===== src/rtl/home_inventory_wb_master.sv =====
// home_inventory_wb_master
//   Wishbone B4 classic initiator for the home inventory bring-up harness.
//   It takes one register command on a valid/ready port, runs exactly one
//   single-beat bus cycle, and returns read data or an error on a
//   valid/ready response port. An ack timeout keeps the harness from hanging
//   when no responder answers.
//
//   Optional feature: define HOME_INV_WBM_ERR_EN to add wbm_err_i. When the
//   macro is defined, an err without ack terminates the cycle like a timeout.
//
// Ports
//   wb_clk_i, wb_rst_ni           clock, asynchronous active-low reset
//   cmd_valid/cmd_ready           command handshake
//   cmd_we/adr/dat/sel            command fields (1 = write)
//   rsp_valid/rsp_ready           response handshake
//   rsp_dat/rsp_err               read data (0 for writes/aborts), abort flag
//   wbm_cyc_o/stb_o/we_o/sel_o/adr_o/dat_o   Wishbone initiator outputs
//   wbm_ack_i/wbm_dat_i           Wishbone responder inputs
//   wbm_err_i                     responder error (HOME_INV_WBM_ERR_EN only)
//   busy                          high while a command is in flight
module home_inventory_wb_master #(
  parameter int unsigned TIMEOUT_CYCLES = 16
) (
  input  logic        wb_clk_i,
  input  logic        wb_rst_ni,
  input  logic        cmd_valid,
  output logic        cmd_ready,
  input  logic        cmd_we,
  input  logic [31:0] cmd_adr,
  input  logic [31:0] cmd_dat,
  input  logic [3:0]  cmd_sel,
  output logic        rsp_valid,
  input  logic        rsp_ready,
  output logic [31:0] rsp_dat,
  output logic        rsp_err,
  output logic        wbm_cyc_o,
  output logic        wbm_stb_o,
  output logic        wbm_we_o,
  output logic [3:0]  wbm_sel_o,
  output logic [31:0] wbm_adr_o,
  output logic [31:0] wbm_dat_o,
  input  logic        wbm_ack_i,
  input  logic [31:0] wbm_dat_i,
`ifdef HOME_INV_WBM_ERR_EN
  input  logic        wbm_err_i,
`endif
  output logic        busy
);

  // Counter only has to reach TIMEOUT_CYCLES-1; keep at least one bit.
  localparam int CNT_W = (TIMEOUT_CYCLES > 1) ? $clog2(TIMEOUT_CYCLES) : 1;
  localparam logic [CNT_W-1:0] CNT_LAST = CNT_W'(TIMEOUT_CYCLES - 1);

  typedef enum logic [1:0] {
    S_IDLE = 2'd0,
    S_REQ  = 2'd1,
    S_RESP = 2'd2
  } state_t;

  state_t            state_q, state_d;
  logic              cyc_q, cyc_d;
  logic              we_q, we_d;
  logic [3:0]        sel_q, sel_d;
  logic [31:0]       adr_q, adr_d;
  logic [31:0]       dat_q, dat_d;
  logic              rsp_valid_q, rsp_valid_d;
  logic [31:0]       rsp_dat_q, rsp_dat_d;
  logic              rsp_err_q, rsp_err_d;
  logic [CNT_W-1:0]  cnt_q, cnt_d;

  // Abort condition: ack always wins, so abort is only taken without ack.
  logic abort_hit;
`ifdef HOME_INV_WBM_ERR_EN
  assign abort_hit = !wbm_ack_i && ((cnt_q == CNT_LAST) || wbm_err_i);
`else
  assign abort_hit = !wbm_ack_i && (cnt_q == CNT_LAST);
`endif

  // State and datapath registers. The asynchronous reset drops cyc/stb
  // immediately and discards any pending response.
  always_ff @(posedge wb_clk_i or negedge wb_rst_ni) begin
    if (!wb_rst_ni) begin
      state_q     <= S_IDLE;
      cyc_q       <= 1'b0;
      we_q        <= 1'b0;
      sel_q       <= '0;
      adr_q       <= '0;
      dat_q       <= '0;
      rsp_valid_q <= 1'b0;
      rsp_dat_q   <= '0;
      rsp_err_q   <= 1'b0;
      cnt_q       <= '0;
    end else begin
      state_q     <= state_d;
      cyc_q       <= cyc_d;
      we_q        <= we_d;
      sel_q       <= sel_d;
      adr_q       <= adr_d;
      dat_q       <= dat_d;
      rsp_valid_q <= rsp_valid_d;
      rsp_dat_q   <= rsp_dat_d;
      rsp_err_q   <= rsp_err_d;
      cnt_q       <= cnt_d;
    end
  end

  // Next-state logic.
  always_comb begin
    state_d = state_q;
    unique case (state_q)
      S_IDLE:  if (cmd_valid) state_d = S_REQ;
      S_REQ:   if (wbm_ack_i || abort_hit) state_d = S_RESP;
      S_RESP:  if (rsp_ready) state_d = S_IDLE;
      default: state_d = S_IDLE;
    endcase
  end

  // Registered-output next values.
  always_comb begin
    cyc_d       = cyc_q;
    we_d        = we_q;
    sel_d       = sel_q;
    adr_d       = adr_q;
    dat_d       = dat_q;
    rsp_valid_d = rsp_valid_q;
    rsp_dat_d   = rsp_dat_q;
    rsp_err_d   = rsp_err_q;
    cnt_d       = cnt_q;
    unique case (state_q)
      S_IDLE: begin
        if (cmd_valid) begin
          we_d  = cmd_we;
          sel_d = cmd_sel;
          adr_d = cmd_adr;
          dat_d = cmd_dat;
          cyc_d = 1'b1;
          cnt_d = '0;
        end
      end
      S_REQ: begin
        // cyc/stb drop on the edge that samples the termination, so the
        // responder never sees a second request.
        if (wbm_ack_i) begin
          cyc_d       = 1'b0;
          rsp_dat_d   = we_q ? 32'h0 : wbm_dat_i;
          rsp_err_d   = 1'b0;
          rsp_valid_d = 1'b1;
        end else if (abort_hit) begin
          cyc_d       = 1'b0;
          rsp_dat_d   = 32'h0;
          rsp_err_d   = 1'b1;
          rsp_valid_d = 1'b1;
        end else begin
          cnt_d = cnt_q + CNT_W'(1);
        end
      end
      S_RESP: begin
        if (rsp_ready) rsp_valid_d = 1'b0;
      end
      default: begin
        cyc_d       = 1'b0;
        rsp_valid_d = 1'b0;
      end
    endcase
  end

  // Outputs: handshake/busy decode the state; everything else is a flop.
  always_comb begin
    cmd_ready = (state_q == S_IDLE);
    busy      = (state_q == S_REQ) || (state_q == S_RESP);
    wbm_cyc_o = cyc_q;
    wbm_stb_o = cyc_q;
    wbm_we_o  = we_q;
    wbm_sel_o = sel_q;
    wbm_adr_o = adr_q;
    wbm_dat_o = dat_q;
    rsp_valid = rsp_valid_q;
    rsp_dat   = rsp_dat_q;
    rsp_err   = rsp_err_q;
  end

endmodule


===== config.mk =====
export PLATFORM = sky130hd
export DESIGN_NAME = home_inventory_wb_master
export DESIGN_NICKNAME = d
export VERILOG_FILES = /design/src/rtl/home_inventory_wb_master.sv
export SDC_FILE = /design/constraint.sdc
export NUM_CORES = 1
export LEC_CHECK = 0
export ABC_AREA = 1
export CAP_MARGIN = 20
export CORE_ASPECT_RATIO = 0.5
export CORE_MARGIN = 3
export CORE_UTILIZATION = 37
export CTS_CLUSTER_SIZE = 20
export DETAILED_ROUTE_END_ITERATION = 8
export PLACE_DENSITY = 0.83
export SLEW_MARGIN = 20
export SYNTH_ARGS = -nofsm -noshare
export SYNTH_HDL_FRONTEND = slang
export SYNTH_SLANG_ARGS = --single-unit

===== constraint.sdc =====
create_clock -name wb_clk_i -period 1.3 [get_ports wb_clk_i]
set_input_delay 0.195 -clock wb_clk_i [delete_from_list [all_inputs] [get_ports wb_clk_i]]
set_output_delay 0.195 -clock wb_clk_i [all_outputs]
set_load 0.02 [all_outputs]

After elaboration in Yosys (flattened, before gate mapping). Index checks and enable logic that the tools add are counted.

Logic and storage cells: 55. Output and inout port bits: 107. Register bits after elaboration: 110. Input bits: 106.

Add/subtract/negate cells: 1. Multiplexer cells: 20. Equality and inequality tests: 9. Reductions and logical operators: 13. Bitwise logic cells: 2.

Operators by type and width (count): $mux W32 (3); $mux W4 (3); $ne A2 B2 Y1 const B (5); $reduce_and A3 Y1 (3); $pmux W4 S2 (1); $mux W1 (7); $mux W2 (3); $pmux W1 S3 (2); $pmux W2 S3 (1); $add A4 B1 Y4 const B (1); $eq A4 B4 Y1 const B (1); $reduce_and A2 Y1 (2); $reduce_and A4 Y1 (1); $reduce_bool A2 Y1 (2); $ne A3 B3 Y1 const B (1); $eq A2 B1 Y1 const B (1); $eq A2 B2 Y1 const B (1); $logic_not A2 Y1 (1); $logic_or A1 B1 Y1 (2); $not A1 Y1 (2); $logic_and A1 B1 Y1 (1); $logic_not A1 Y1 (1).

Longest topological paths before layout.
Depth after elaboration: 5. Gate-level depth with buffers: 10. Mapped depth without buffers: 9.

Worst setup path before layout. OpenSTA, ideal clock, no wires.

Path type: reg-to-reg. Start point: register state_q[0]. End point: register dat_q[0], in the netlist wbm_dat_o[0]. Cell stages (with the launch flop): 8. Path buffers: 2. Setup time: 0.116 ns. Slack: -0.198 ns. Data required time: 1.184 ns. Data arrival time: 1.381 ns. Period minus slack after synthesis: 1.498 ns. Cells stage by stage: dfrtp_1 > inv_1 > ha_1 > nand2_2 > buf_4 > buf_6 > nand2_1 > nand2_1.

Word-level cells in the longest chain between the ends: 2.

RTL lines: start, declared (RTL line 60) `state_t state_q, state_d;`; start signal, assigned (RTL line 94) `state_q <= state_d;`; $logic_not A2 Y1; net cmd_ready (RTL line 27) `output logic cmd_ready,`; $reduce_and A2 Y1 (no source line); end signal, assigned (RTL line 99) `dat_q <= dat_d;`; end, declared (RTL line 65) `logic [31:0] dat_q, dat_d;`.

The timed path passes the listed nets, and every way through them passes these cells. A chain may end at the register's enable or synchronous reset.

Final worst setup path.
Start point: register state_q[1]. End point: register cnt_q[1].

Word-level cells in the longest chain between the ends: 3. Elaborated cells between the ends (all ways): 8. Classes of those cells: eq/ne: 4; mux: 1; reduce/logical: 3.

RTL lines: $eq A2 B1 Y1 / $logic_not A2 Y1 (equally long branches) (RTL line 129) `unique case (state_q)`; $ne A2 B2 Y1 (no source line) / $reduce_bool A2 Y1 (equally long branches); $reduce_and A4 Y1 (no source line); end signal, assigned (RTL line 103) `cnt_q <= cnt_d;`; end, declared (RTL line 69) `logic [CNT_W-1:0] cnt_q, cnt_d;`.

Parallel ways exist; a longest one is shown, timed or not.

==> reports/results.txt <==
Num ports - 213
Initial Util - 0.393
Post-Route WL - 22000 microns
Worst-skew pair later-pin latency - 0.35 ns
Area Overhead vs Synth - 97.8%
First-pass GRT wire length - 28900 microns
Dpl cell area - 6920 sq um
Worst Tran Pin Value - 0.422 ns
Syn avg cell area - 8.88 sq um
Antenna viol nets, final - 0
Worst slew margin - 0.718
Worst path required time - 1.59 ns
# H-tree levels - 3
Largest cells by area after synthesis - dfrtp_1 (62%), nand2_1 (25%), nand3_1 (4.3%), buf_4 (1.7%), buf_6 (1.3%)
CP Data Arrival Time - 1.91 ns
GRT Util Overall - 0.275
Die ar. - 13500 sq um
Leak pwr - 4.46 nW
Worst reg2reg path depth - 11
Die X-Extent - 161 microns
Post-synth EDFFs - 0
CTS tree - yes
CP startpoint kind - flop
Top cells by instance count after synthesis - nand2_1 (292), dfrtp_1 (110), nand3_1 (38)
Vias - 5035
Min Hold Slack - 0.342 ns
CP Capture Type - flop
Most frequent cell after synthesis - nand2_1
Initial DRC count - 397
Cell area after layout - 8810 sq um
TritonCTS Buffers - 9
R2r endpoint - cnt_q[1]$_DFFE_PN0P_
GRT overflow - 0
Final Cycle Share - 1.25
Layout cells sized above 1 - 0.400
Top_reg_cell synth - dfrtp_1
Worst Clk Skew - 0.0111 ns
Synthesized cell area - 4460 sq um
RSZ-0062 raised after global routing - yes
Rows - 27
Post-DR wirelength/cell - 23.9 microns
Input/output buffers - 212
CTS sink cnt - 110
Synth Warn # - 0
Setup violations, final - 121
Vias in the first global route - 5176
Clock Pin Slew Worst Setup and Hold Paths - 0.08 ns
Setup TNS - -24.36 ns
Routability cong. - 0.775
Distinct cells, synth - 24
Post-DP HPWL - 9810 microns
Dpl ws - -0.180 ns
Total power divided by cell area - 2520 nW/um^2
Routed vias/inst - 5.46
Post-synth top area cell - dfrtp_1
Maximum VDD drop - 1.29 mV
Worst setup path category - reg -> reg
Hold Path Class - in -> async
Clock root cell - clkbuf_16
Minimum clock period - 1.62 ns
Max-cap violations - 0
FF+latch count, synth - 110
Initial antenna violation count - 0
N_diodes - 0
Setup crit end - cnt_q[1]$_DFFE_PN0P_
Cells after Synth - 502
Sequential Area - 2750 sq um
Largest net degree at the start of global routing - 46
Multi-input gate area - 2500 sq um
Register area share after synthesis - 0.618
Drt drc - 0
Die outline height - 83.6 microns
Crit path from - state_q[1]$_DFFE_PN0P_
Clock Path Buffers - 2
Drt pass-1 iters - 4
Placeable Area - 11400 sq um
Failing checks - setup timing
Asr flop ratio synth - 1.00
Crit path max fanout - 4
Post-synth top area share - 0.618
RR Startpoint - state_q[1]$_DFFE_PN0P_
Reg-to-reg setup timing slack - -0.32 ns
Status - complete, but fails checks
Syn Nets - 612
Final hold vios - 0
Slew Limit Fails - 0
Fmax - 0.615 GHz
Layout Nets - 868
Fillers - 638
Power, Total - 22.2 mW
Final WS setup - -0.325 ns
-- worst min path at each step --
stage	endpoint	slack, ns	depth (start not counted)
2_1_floorplan	cnt_q[0]$_DFFE_PN0P_	-0.10	0
3_3_place_gp	wbm_dat_o[29]$_DFFE_PN0P_	0.14	1
3_5_place_dp	wbm_dat_o[29]$_DFFE_PN0P_	0.15	1
4_1_cts	wbm_adr_o[18]$_DFFE_PN0P_	0.33	2
5_1_grt	wbm_cyc_o$_DFFE_PN0P_	0.38	2
6_report	wbm_cyc_o$_DFFE_PN0P_	0.34	2
-- layer usage --
layer | GRT usage | part of all wire
met2 | 0.479 | 0.50
met5 | 0 | 0
met4 | 0.155 | 0.063
met1 | 0.312 | 0.37
met3 | 0.0664 | 0.071
-- registers in the layout (all words and copies together), names as in the netlist --
name       count
wbm_cyc_o      1
wbm_we_o       1
wbm_sel_o      4
rsp_err        1
wbm_adr_o     32
cnt_q          4
state_q        2
rsp_valid      1
wbm_dat_o     32
rsp_dat       32
-- worst max-delay path: stages, from the launching register on --
cell	delay, ns
dfrtp_1	0.42
inv_2	0.09
buf_6	0.13
ha_4	0.18
buf_6	0.12
inv_4	0.05
nor2_4	0.04
nor2_4	0.16
inv_2	0.08
nand2_4	0.10
nand2_1	0.09
nand2_1	0.09
-- stage by stage --
| stage | util | instances |
|---|---|---|
| after floorplan | - | 502 |
| after global placement | 0.610 | 871 |
| after detailed placement | 0.610 | 871 |
| after CTS | 0.726 | 926 |
| after global routing | 0.776 | 922 |
| final | 0.776 | 922 |
-- power by group --
part	internal (mW)	switching [mW]	total [mW]
clock	1.41	1.34	2.75
sequential	4.96	1.13	6.09
combinational	5.60	7.73	13.3
total	12.0	10.2	22.2
-- repair_timing --
action,4_1_cts,5_1_grt
buffers inserted,20,4
setup endpoints to repair,217,133
cloned,19,1
pin swaps,27,38
gates resized for setup,269,229
hold buffers,1,0
hold endpoints to repair,24,0
-- cells by family after synthesis --
| family | Yosys count | share of synthesized area |
|---|---|---|
| AO/OA/AOI/OAI | 3 | 0.00505 |
| XOR/XNOR | 1 | 0.00197 |
| adder cells (fa/ha/maj) | 4 | 0.0112 |
| buffers and inverters | 38 | 0.0503 |
| flip-flops | 110 | 0.618 |
| AND/OR/NAND/NOR | 346 | 0.314 |
-- cells in the final DEF (no fill, tap or decap), types with 2 or more instances in the layout --
cell type	synthesis	final
buf_12	0	19
clkbuf_8	0	2
nand2_2	1	109
buf_16	0	13
clkinvlp_4	0	3
nand2_8	0	3
dfrtp_1	110	110
buf_8	0	4
nand4_1	5	5
clkbuf_16	0	10
clkinv_8	0	2
inv_1	10	6
nand3_2	1	27
dlygate4sd2_1	0	71
nor2_4	1	2
clkbuf_2	0	9
nand3_4	0	10
buf_6	5	9
nor2_1	3	3
buf_4	10	14
nand3_1	38	2
or2_4	0	2
clkdlybuf4s50_1	0	104
inv_2	2	4
nand2_1	292	128
ha_4	0	2
clkdlybuf4s15_1	0	25
nand2_4	2	55
-- final cells by class --
class | count | share of cell area
timing repair buffer | 270 | 0.340
inverter | 13 | 0.00866
multi-input combinational | 354 | 0.284
tap | 159 | 0.0226
clock buffer | 12 | 0.0291
clock inverter | 4 | 0.00355
sequential | 110 | 0.312
Power figures use the tool's default switching activity.
